File: src/rtl/instr_fetch_unit.sv
// Instruction fetch unit: fetches 12-bit words over a simple req/ack memory port,
// presents decoded fields with a valid/ready handshake, and handles jumps and HALT.
module instr_fetch_unit #(
  parameter int IW   = 12,
  parameter int CNTW = 8
) (
  input  logic            clock,
  input  logic            reset,
  output logic            imem_req,
  output logic [3:0]      imem_addr,
  input  logic            imem_ack,
  input  logic [IW-1:0]   imem_data,
  output logic            instr_valid,
  input  logic            dec_ready,
  output logic [3:0]      opcode,
  output logic [3:0]      rd,
  output logic [3:0]      rs_imm,
  output logic [3:0]      instr_pc,
  input  logic            jmp_sel,
  input  logic [3:0]      jmp_target,
  output logic            halted,
  output logic [CNTW-1:0] retired
);

  typedef enum logic [1:0] {
    IDLE,
    FETCH,
    VALID,
    HALT
  } state_t;

  localparam logic [3:0] OP_HALT = 4'b1111;

  state_t          state, state_nx;
  logic [3:0]      pc, pc_nx;
  logic [IW-1:0]   ir;
  logic [3:0]      ipc;
  logic            load;
  logic            accept;

  always_comb begin
    state_nx    = state;
    imem_req    = 1'b0;
    instr_valid = 1'b0;
    halted      = 1'b0;
    load        = 1'b0;
    accept      = 1'b0;
    case (state)
      IDLE: state_nx = FETCH;
      FETCH: begin
        imem_req = 1'b1;
        if (imem_ack) begin
          load     = 1'b1;
          state_nx = VALID;
        end
      end
      VALID: begin
        instr_valid = 1'b1;
        if (dec_ready) begin
          accept   = 1'b1;
          state_nx = (ir[11:8] == OP_HALT) ? HALT : FETCH;
        end
      end
      HALT: halted = 1'b1;
      default: state_nx = IDLE;
    endcase
  end

  // PC advances when a word is captured; a taken jump replaces it at acceptance.
  always_comb begin
    pc_nx = pc;
    if (load)
      pc_nx = pc + 4'd1;
    else if (accept && jmp_sel)
      pc_nx = jmp_target;
  end

  always_ff @(posedge clock) begin
    if (reset) begin
      state   <= IDLE;
      pc      <= '0;
      ir      <= '0;
      ipc     <= '0;
      retired <= '0;
    end else begin
      state <= state_nx;
      pc    <= pc_nx;
      if (load) begin
        ir  <= imem_data;
        ipc <= pc;
      end
      if (accept && (retired != '1))
        retired <= retired + CNTW'(1);
    end
  end

  assign imem_addr = pc;
  assign opcode    = ir[11:8];
  assign rd        = ir[7:4];
  assign rs_imm    = ir[3:0];
  assign instr_pc  = ipc;

endmodule

File: config.mk
export PLATFORM = sky130hd
export DESIGN_NAME = instr_fetch_unit
export DESIGN_NICKNAME = d
export VERILOG_FILES = /design/src/rtl/instr_fetch_unit.sv
export SDC_FILE = /design/constraint.sdc
export NUM_CORES = 1
export LEC_CHECK = 0
export BUFFER_PORTS_ARGS = -buffer_cell sky130_fd_sc_hd__buf_2
export CORE_ASPECT_RATIO = 0.6
export CORE_MARGIN = 8
export CORE_UTILIZATION = 50
export DETAILED_ROUTE_END_ITERATION = 10
export GPL_ROUTABILITY_DRIVEN = 0
export PLACE_DENSITY = 0.87
export SLEW_MARGIN = 20
export SYNTH_ARGS = -nofsm -noshare
export SYNTH_HDL_FRONTEND = slang
export SYNTH_SLANG_ARGS = --single-unit
File: constraint.sdc
create_clock -name clock -period 4 [get_ports clock]
set_input_delay 0.2 -clock clock [delete_from_list [all_inputs] [get_ports clock]]
set_output_delay 0.2 -clock clock [all_outputs]
set_load 0.02 [all_outputs]
==> results.sh, run 1 <==
export IMPL_status="finished, final reports clean"
export IMPL_ys_warn_count=0
export IMPL_root_buffer="clkbuf_8"
export IMPL_synth_distinct_cells=27
export IMPL_area_delta_synth_final_pct=27.0
export IMPL_finalSetupTns_ns=0
export IMPL_synth_top_area_share_pct=45.7
export IMPL_min_delay_start="imem_data[9]"
export IMPL_grt_pass1_vias=1138
export IMPL_finalNetCount=238
export IMPL_final_common_cell="buf_2"
export IMPL_netlist_area_um2=1310
export IMPL_fin_skew_ns=0.00527
export IMPL_r2r_end="imem_addr[0]"
export IMPL_cts_hold_buf=0
export IMPL_cp_top_family="simple AND/OR/NAND/NOR gates"
export IMPL_ctsResizeCount=0
export IMPL_cpPeakStageDelay_ns=0.55
export IMPL_dieArea_um2=4580
export IMPL_fin_util_pct=66.6
export IMPL_min_path_type="in2reg"
export IMPL_cp_endpoint="imem_addr[0]"
export IMPL_insertedDiodeCount=0
export IMPL_hold_path_depth=3
export IMPL_worstPathArrival_ns=2.04
export IMPL_cp_end_kind="register"
export IMPL_clk_pin_slew_ns=0.06
export IMPL_vias=1230
export IMPL_cts_sinks=30
export IMPL_placed_cells=234
export IMPL_timing_final_hold_violations=0
export IMPL_timing_rr_start="state[1]"
export IMPL_ios=52
export IMPL_timing_final_crit_share_pct=46.4
export IMPL_finalMaxSlewViolations=0
export IMPL_tightest_slew_ns=0.712
export IMPL_slowest_stage="nand2_1"
export IMPL_placed_cell_area_um2=1580
export IMPL_fillers=215
export IMPL_worst_skew_pair_late_latency_ns=0.27
export IMPL_slew_headroom_pct=52.4
export IMPL_grt_pass1_wl_mm=5.17
export IMPL_core_um2=2500
export IMPL_cts_inserted_buffers=5
export IMPL_post_synth_inst_count=159
export IMPL_ant_nets=0
export IMPL_cp_start_kind="register"
export IMPL_cp_required_ns=4.19
export IMPL_final_layout_size_suffix_gt1_share_pct=27.6
export IMPL_drtIter0Drc=83
export IMPL_final_area_um2=1670
export IMPL_drv_cap=0
export IMPL_final_cell_count_no_fill=242
export IMPL_via_per_inst=5.08
export IMPL_crit_buf_inv=1
export IMPL_p_total_uw=680
export IMPL_r2r_cells=5
export IMPL_grt_max_degree=31
export IMPL_hpwl_mm=2.39
export IMPL_clock_fmax_ghz=0.538
export IMPL_drt_wl_total_mm=3.23
export IMPL_critPathMaxFanout=24
export IMPL_synthTopCellsByArea="dfxtp_1, nand2_1, a21oi_1"
export IMPL_grt_antenna_before_repair=0
export IMPL_placementRows=14
export IMPL_synth_main_ff_cell="dfxtp_1"
export IMPL_fin_ws_ns=2.14
export IMPL_htree_levels=2
export IMPL_ys_seq_area_share_pct=45.7
export IMPL_p_leak_nw=0.762
export IMPL_wire_per_inst_um=13.4
export IMPL_die_w_um=82.2
export IMPL_r2r_slack_ns=2.14
export IMPL_synth_area_leader_cell="dfxtp_1"
export IMPL_synth_compound_area_share_pct=16.6
export IMPL_drt_first_pass_iters=4
export IMPL_avgSynthCellArea_um2=8.26
export IMPL_path_cells="inv_1 > ha_1 > nand2_1 > o21ai_0 > a211oi_1"
export IMPL_start_util_pct=52.4
export IMPL_layout_common_cells="buf_2, nand2_1, dfxtp_1"
export IMPL_drc=0
export IMPL_synth_edff_count=0
export IMPL_grt_setup_unrepaired="no"
export IMPL_post_cts_buffers=0
export IMPL_grt_usage_pct=14.2
export IMPL_overflow=0
export IMPL_peakVddDrop_v=0.000228
export IMPL_critPathKind="reg2reg"
export IMPL_synthSimpleGateAreaFrac_pct=23.0
export IMPL_clockBufferDepth=2
export IMPL_fp_dieH_um=55.7
export IMPL_cts_tree="done"
export IMPL_crit_start="state[1]"
export IMPL_synth_seq_cells=30
export IMPL_synth_xor_area_share_pct=2.67
export IMPL_whs_ns=0.165
export IMPL_muxShareOfSynthArea_pct=1.52
export IMPL_async_flop_share_pct=0
export IMPL_syn_nets=188
export IMPL_io_buffer_count=51
export IMPL_p_per_area_nw_per_um2=407
export IMPL_synth_fa_ha_area_share_pct=7.62
export IMPL_path_depth=5
export IMPL_finalCriticalPeriod_ns=1.86
export IMPL_setup_viol=0
export IMPL_synth_top_family_by_area="simple AND/OR/NAND/NOR gates"
export IMPL_dp_slack_ns=2.16
Yosys cell counts (3+ instances only):
cell and count:
nor2_1 9, a211oi_1 4, a21oi_1 22, nand3_1 3, nand2_1 37, and3_1 3, dfxtp_1 30, ha_1 8
clkbuf_1 6, a31oi_1 3, or3_1 4, xor2_1 3, o21ai_0 5
cells by family (layout without fill, tap and decap cells):
| group | count (synthesis) | after routing |
|---|---|---|
| flip-flops | 30 | 30 |
| AO/OA/AOI/OAI | 38 | 38 |
| AND/OR/NAND/NOR | 67 | 67 |
| multiplexers | 2 | 2 |
| buffers and inverters | 10 | 61 |
| XOR/XNOR | 4 | 4 |
| adder cells (fa/ha/maj) | 8 | 8 |
per-layer routing:
metal  vias to the layer above  global-route usage, %  wire, um
met3                         2                   6.13       264
met2                        34                   22.2      1460
met1                       545                   16.7      1480
met5                         -                      0         0
met4                         0                   5.22        27
li1                        649                      -         -
state kept, by name, summed over array words and instances (netlist names):
| register | flops |
|---|---|
| state | 2 |
| instr_pc | 4 |
| retired | 8 |
| ir | 12 |
| imem_addr | 4 |
where the power goes:
group | switching (mW) | internal, mW | total, mW
Sequential | 0.0152 | 0.315 | 0.330
Combinational | 0.0710 | 0.0393 | 0.110
Clock | 0.102 | 0.138 | 0.240
Total | 0.188 | 0.492 | 0.680
worst min-delay path: stages:
cell	delay, ns
buf_2	0.10
nand2_1	0.04
a21oi_1	0.05
cell type report:
class / count / area, um2 / share of cell area, %
Clock buffer: 7 / 86.3 / 5.17
Multi-Input combinational cell: 119 / 674 / 40.4
Sequential cell: 30 / 601 / 36.0
Clock inverter: 1 / 5.00 / 0.300
Inverter: 2 / 7.51 / 0.450
Tap cell: 32 / 40.0 / 2.40
Timing Repair Buffer: 51 / 255 / 15.3
worst min-delay path by stage:
| stage | to |
|---|---|
| after floorplan | ir[0] |
| after global placement | ir[4] |
| after detailed placement | ir[7] |
| after CTS | ir[5] |
| after global routing | ir[1] |
| final | ir[9] |
No activity file was read; power rests on OpenSTA's default activity.
==> inputs of run 2 (changes only) <==
--- a/config.mk
+++ b/config.mk
@@ -8,10 +8,10 @@
 export BUFFER_PORTS_ARGS = -buffer_cell sky130_fd_sc_hd__buf_2
 export CORE_ASPECT_RATIO = 0.6
 export CORE_MARGIN = 8
-export CORE_UTILIZATION = 50
+export CORE_UTILIZATION = 42
 export DETAILED_ROUTE_END_ITERATION = 10
 export GPL_ROUTABILITY_DRIVEN = 0
-export PLACE_DENSITY = 0.87
+export PLACE_DENSITY = 0.78
 export SLEW_MARGIN = 20
 export SYNTH_ARGS = -nofsm -noshare
 export SYNTH_HDL_FRONTEND = slang
==> constraint.sdc (replaced) <==
create_clock -name clock -period 1.5 [get_ports clock]
set_input_delay 0.075 -clock clock [delete_from_list [all_inputs] [get_ports clock]]
set_output_delay 0.075 -clock clock [all_outputs]
set_load 0.02 [all_outputs]
==> run 2 against run 1 <==
  * The run now ends with negative setup slack left
  * Sequential share of layout area fell by 4.1 points
  * Design area up 14%
  * Clock-buffer cell count unchanged
  * Maximum frequency is 17% higher
  * Highest routed layer unchanged
==> results.sh, run 2 (synthesis gave the netlist of run 1 again) <==
export IMPL_dieArea_um2=5230
export IMPL_htree_levels=2
export IMPL_multi_input_area_um2=762
export IMPL_start_util_pct=44.9
export IMPL_worst_skew_pair_late_latency_ns=0.28
export IMPL_timing_rr_start="state[0]"
export IMPL_cts_hold_buf=0
export IMPL_layout_common_cells="buf_2, nand2_1, dfxtp_1"
export IMPL_largest_reg_flops=12
export IMPL_drc=0
export IMPL_cpMostUsedCell="or3_1"
export IMPL_final_area_um2=1910
export IMPL_finalCriticalPeriod_ns=1.58
export IMPL_timing_final_crit_share_pct=105
export IMPL_root_buffer="clkbuf_8"
export IMPL_p_per_area_nw_per_um2=1010
export IMPL_fillers=266
export IMPL_r2r_end="state[1]"
export IMPL_drtIter0Drc=50
export IMPL_grt_antenna_before_repair=0
export IMPL_clock_fmax_ghz=0.632
export IMPL_status="finished, violations left"
export IMPL_p_leak_nw=0.848
export IMPL_placed_cells=260
export IMPL_vias=1345
export IMPL_final_cell_count_no_fill=268
export IMPL_drt_wl_total_mm=3.67
export IMPL_final_layout_size_suffix_gt1_share_pct=39.4
export IMPL_core_um2=2930
export IMPL_reg_largest_list="ir (12), retired (8)"
export IMPL_grt_setup_unrepaired="yes"
export IMPL_fin_ws_ns=-0.0823
export IMPL_grt_max_degree=31
export IMPL_area_delta_synth_final_pct=45.0
export IMPL_worstPathArrival_ns=1.79
export IMPL_timing_final_hold_violations=0
export IMPL_peakVddDrop_v=0.000497
export IMPL_wire_per_inst_um=13.7
export IMPL_overflow=0
export IMPL_cpPeakStageDelay_ns=0.39
export IMPL_top_register="ir"
export IMPL_insertedDiodeCount=0
export IMPL_clockBufferDepth=2
export IMPL_cp_end_kind="register"
export IMPL_clk_pin_slew_ns=0.06
export IMPL_setup_viol=2
export IMPL_hold_path_depth=3
export IMPL_path_cells="inv_4 > ha_4 > nor2b_1 > or3_1 > or3_1 > a21oi_2"
export IMPL_min_path_type="in2reg"
export IMPL_die_w_um=88.2
export IMPL_cp_start_kind="register"
export IMPL_fp_dieH_um=59.3
export IMPL_cts_sinks=30
export IMPL_min_to="ir[8]"
export IMPL_fin_skew_ns=0.00367
export IMPL_finalNetCount=254
export IMPL_via_per_inst=5.02
export IMPL_violations="negative setup slack"
export IMPL_ios=52
export IMPL_r2r_slack_ns=-0.08
export IMPL_finalMaxSlewViolations=0
export IMPL_r2r_cells=6
export IMPL_cts_inserted_buffers=5
export IMPL_drv_cap=0
export IMPL_post_cts_buffers=0
export IMPL_critPathKind="reg2reg"
export IMPL_placementRows=15
export IMPL_critPathMaxFanout=5
export IMPL_seq_area_um2=608
export IMPL_grt_pass1_vias=1243
export IMPL_tightest_slew_ns=0.558
export IMPL_min_delay_start="imem_data[8]"
export IMPL_io_buffer_count=51
export IMPL_final_common_cell="buf_2"
export IMPL_ant_nets=0
export IMPL_drt_first_pass_iters=4
export IMPL_cts_tree="done"
export IMPL_hpwl_mm=2.70
export IMPL_slew_headroom_pct=62.8
export IMPL_cp_required_ns=1.71
export IMPL_placed_cell_area_um2=1750
export IMPL_grt_usage_pct=14.2
export IMPL_grt_pass1_wl_mm=5.68
export IMPL_p_total_mw=1.92
export IMPL_slowest_stage="dfxtp_4"
run 2: final cells by class:
class                      instances  area share (%)
clock inverter                     1           0.263
tap                               42            2.76
inverter                           2           0.657
clock buffer                       7            4.53
sequential                        30            31.9
timing repair buffer              67            19.9
multi-input combinational        119            40.0
run 2: per-layer routing:
| metal | GRT usage [%] | share of wire, % | vias to the layer above |
|---|---|---|---|
| met4 | 6.44 | 0.98 | 0 |
| met1 | 16.7 | 43 | 608 |
| met3 | 6.09 | 9.8 | 5 |
| li1 | - | - | 682 |
| met2 | 21.9 | 46 | 50 |
| met5 | 0 | 0 | - |
run 2: worst max-delay path by stage:
stage	from	endpoint	slack, ns	cells past startpoint
after floorplan	state[0]	state[1]	-0.05	6
after detailed placement	state[0]	retired[6]	-0.11	6
final	state[0]	state[1]	-0.08	6
after global routing	state[0]	state[1]	-0.14	6
after global placement	state[1]	state[1]	-0.04	6
after CTS	state[0]	state[1]	-0.07	6
run 2: worst max-delay path: cells and delay by family, from the launching register on:
family          cells  cell delay (ns)
compound gates      1             0.12
buf+inv             1             0.05
simple gates        3             0.81
fa+ha+maj           1             0.15
flops               1             0.39
run 2: repair_timing:
item,CTS,global route
cloned,0,0
pin swaps,0,0
hold endpoints to repair,0,0
resized for setup,5,12
setup endpoints to repair,21,9
run 2: report_power, final:
| group | internal, mW | switching [mW] | total (mW) |
|---|---|---|---|
| logic | 0.156 | 0.212 | 0.368 |
| registers | 0.841 | 0.0445 | 0.886 |
| clock network | 0.369 | 0.300 | 0.669 |
run 2: through the flow:
| step | setup TNS, ns | utilization, % | setup WS (ns) | hold WS (ns) |
|---|---|---|---|---|
| floorplan | -0.0518 | - | -0.0518 | 0.211 |
| global placement | -0.0702 | 59.7 | -0.0396 | 0.319 |
| detailed placement | -0.507 | 59.7 | -0.111 | 0.323 |
| CTS | -0.0892 | 63.4 | -0.0662 | 0.0224 |
| global route | -0.320 | 65.1 | -0.142 | 0.0304 |
| finish | -0.118 | 65.1 | -0.0823 | 0.0271 |
==> inputs of run 3 (changes only) <==
--- a/config.mk
+++ b/config.mk
@@ -8,10 +8,11 @@
 export BUFFER_PORTS_ARGS = -buffer_cell sky130_fd_sc_hd__buf_2
 export CORE_ASPECT_RATIO = 0.6
 export CORE_MARGIN = 8
-export CORE_UTILIZATION = 42
+export CORE_UTILIZATION = 35
 export DETAILED_ROUTE_END_ITERATION = 10
 export GPL_ROUTABILITY_DRIVEN = 0
-export PLACE_DENSITY = 0.78
+export PLACE_DENSITY = 0.68
+export REMOVE_ABC_BUFFERS = 1
 export SLEW_MARGIN = 20
 export SYNTH_ARGS = -nofsm -noshare
 export SYNTH_HDL_FRONTEND = slang
==> run 3 against run 2 <==
  * The flow still finishes with violations (negative setup slack)
  * Critical path type unchanged
  * Via count is 0.45% lower
  * Register-to-register slack worse by 0.04 ns
  * Global-route usage fell by 1.7 points
  * Clock-buffer cell count did not move
  * Hold slack improved by 0.00087 ns
  * Largest power group unchanged
==> results.sh, run 3 (synthesis gave the netlist of run 1 again) <==
export IMPL_placementRows=17
export IMPL_min_path_type="in2reg"
export IMPL_r2r_slack_ns=-0.12
export IMPL_overflow=0
export IMPL_drc=0
export IMPL_final_area_um2=1950
export IMPL_cpPeakStageDelay_ns=0.37
export IMPL_ant_nets=0
export IMPL_grt_setup_unrepaired="yes"
export IMPL_clockBufferDepth=2
export IMPL_grt_usage_pct=12.5
export IMPL_cp_start_kind="register"
export IMPL_cts_inserted_buffers=5
export IMPL_p_leak_nw=0.890
export IMPL_grt_max_degree=31
export IMPL_critPathKind="reg2reg"
export IMPL_critPathMaxFanout=4
export IMPL_final_common_cell="buf_2"
export IMPL_cts_sinks=30
export IMPL_die_w_um=95.1
export IMPL_dp_slack_ns=-0.135
export IMPL_r2r_cells=6
export IMPL_reg_largest_list="ir (12), retired (8)"
export IMPL_vias=1339
export IMPL_finalCriticalPeriod_ns=1.62
export IMPL_placed_cell_area_um2=1780
export IMPL_status="finished, violations left"
export IMPL_clk_pin_slew_ns=0.07
export IMPL_cp_required_ns=1.71
export IMPL_core_um2=3640
export IMPL_tightest_slew_ns=0.566
export IMPL_wire_per_inst_um=13.2
export IMPL_timing_final_hold_violations=0
export IMPL_drt_first_pass_iters=4
export IMPL_drv_cap=0
export IMPL_layout_common_cells="buf_2, nand2_1, dfxtp_1"
export IMPL_cts_tree="done"
export IMPL_peakVddDrop_v=0.000620
export IMPL_ios=52
export IMPL_violations="negative setup slack"
export IMPL_r2r_end="state[1]"
export IMPL_final_layout_size_suffix_gt1_share_pct=42.3
export IMPL_p_per_area_nw_per_um2=1010
export IMPL_via_per_inst=4.77
export IMPL_finalNetCount=262
export IMPL_insertedDiodeCount=0
export IMPL_io_buffer_count=51
export IMPL_drt_wl_total_mm=3.70
export IMPL_root_buffer="clkbuf_8"
export IMPL_start_util_pct=36.1
export IMPL_largest_reg_flops=12
export IMPL_timing_rr_start="state[0]"
export IMPL_area_delta_synth_final_pct=48.6
export IMPL_setup_viol=1
export IMPL_top_register="ir"
export IMPL_min_delay_start="imem_data[3]"
export IMPL_cp_end_kind="register"
export IMPL_fin_ws_ns=-0.119
export IMPL_grt_antenna_before_repair=0
export IMPL_dieArea_um2=6030
export IMPL_clock_fmax_ghz=0.618
export IMPL_htree_levels=2
export IMPL_fp_dieH_um=63.5
export IMPL_grt_pass1_vias=1300
export IMPL_cts_hold_buf=0
export IMPL_hold_path_depth=3
export IMPL_finalMaxSlewViolations=0
export IMPL_worst_skew_pair_late_latency_ns=0.28
export IMPL_finalSetupTns_ns=-0.119
export IMPL_drtIter0Drc=51
export IMPL_path_cells="inv_2 > ha_2 > nor2b_1 > or3_4 > or3_1 > a21oi_1"
export IMPL_timing_final_crit_share_pct=108
export IMPL_slowest_stage="or3_4"
export IMPL_fin_skew_ns=0.00356
export IMPL_min_to="ir[3]"
export IMPL_slew_headroom_pct=62.2
export IMPL_hpwl_mm=2.69
export IMPL_worstPathArrival_ns=1.82
export IMPL_grt_pass1_wl_mm=6.04
## run 3: cell types whose count changed in the layout (fill, tap and decap cells not counted), moves of 2 or more
cell,before,now
inv_4,2,0
nand2_2,0,2
inv_2,0,2
buf_4,15,22
## run 3: layer usage
| metal | wire length, um | up-vias | track usage [%] |
|---|---|---|---|
| met3 | 330 | 4 | 6.50 |
| met4 | 23 | 0 | 4.06 |
| met1 | 1780 | 601 | 15.5 |
| li1 | - | 697 | - |
| met5 | 0 | - | 0 |
| met2 | 1570 | 37 | 18.0 |
## run 3: cell type report
type                            count  area [um2]
Clock buffer                        7        86.3
Clock inverter                      1        5.00
Fill cell                         365        1690
Inverter                            2        7.51
Multi-Input combinational cell    119         737
Sequential cell                    30         606
Tap cell                           47        58.8
Timing Repair Buffer               75         452
## run 3: critical path, delay by kind of cell, from the launching register on
kind	cells	cell delay, ns
simple gates	3	0.82
buf+inv	1	0.05
compound gates	1	0.14
flops	1	0.36
fa+ha+maj	1	0.18
## run 3: worst max-delay path by stage
stage              from       end  slack, ns  depth (start not counted)
6_report       state[0]  state[1]      -0.12                          6
2_1_floorplan  state[0]  state[1]      -0.23                          6
4_1_cts        state[0]  state[1]      -0.09                          6
3_5_place_dp   state[0]  state[1]      -0.14                          6
3_3_place_gp   state[1]  state[1]      -0.11                          6
5_1_grt        state[0]  state[1]      -0.17                          6
## run 3: power breakdown
| part | switching (mW) | total (mW) | internal [mW] |
|---|---|---|---|
| clock | 0.309 | 0.679 | 0.370 |
| combinational | 0.223 | 0.409 | 0.186 |
| sequential | 0.0353 | 0.875 | 0.840 |
## run 3: through the flow
| step | power, mW | utilization, % | instances | hold WS, ns |
|---|---|---|---|---|
| floorplan | 1.07 | - | 151 | 0.144 |
| global placement | 1.26 | 49.0 | 272 | 0.316 |
| detailed placement | 1.27 | 49.0 | 272 | 0.322 |
| CTS | 1.97 | 52.5 | 280 | 0.0214 |
| global route | 2.06 | 53.7 | 281 | 0.0282 |
| finish | 1.96 | 53.7 | 281 | 0.0280 |
## run 3: timing repair
| action | 4_1_cts | 5_1_grt |
|---|---|---|
| setup buffers | 0 | 1 |
| hold endpoints to repair | 0 | 0 |
| setup endpoints to repair | 25 | 21 |
| gates cloned | 0 | 0 |
| pin swaps | 1 | 1 |
| gates resized for setup | 12 | 11 |
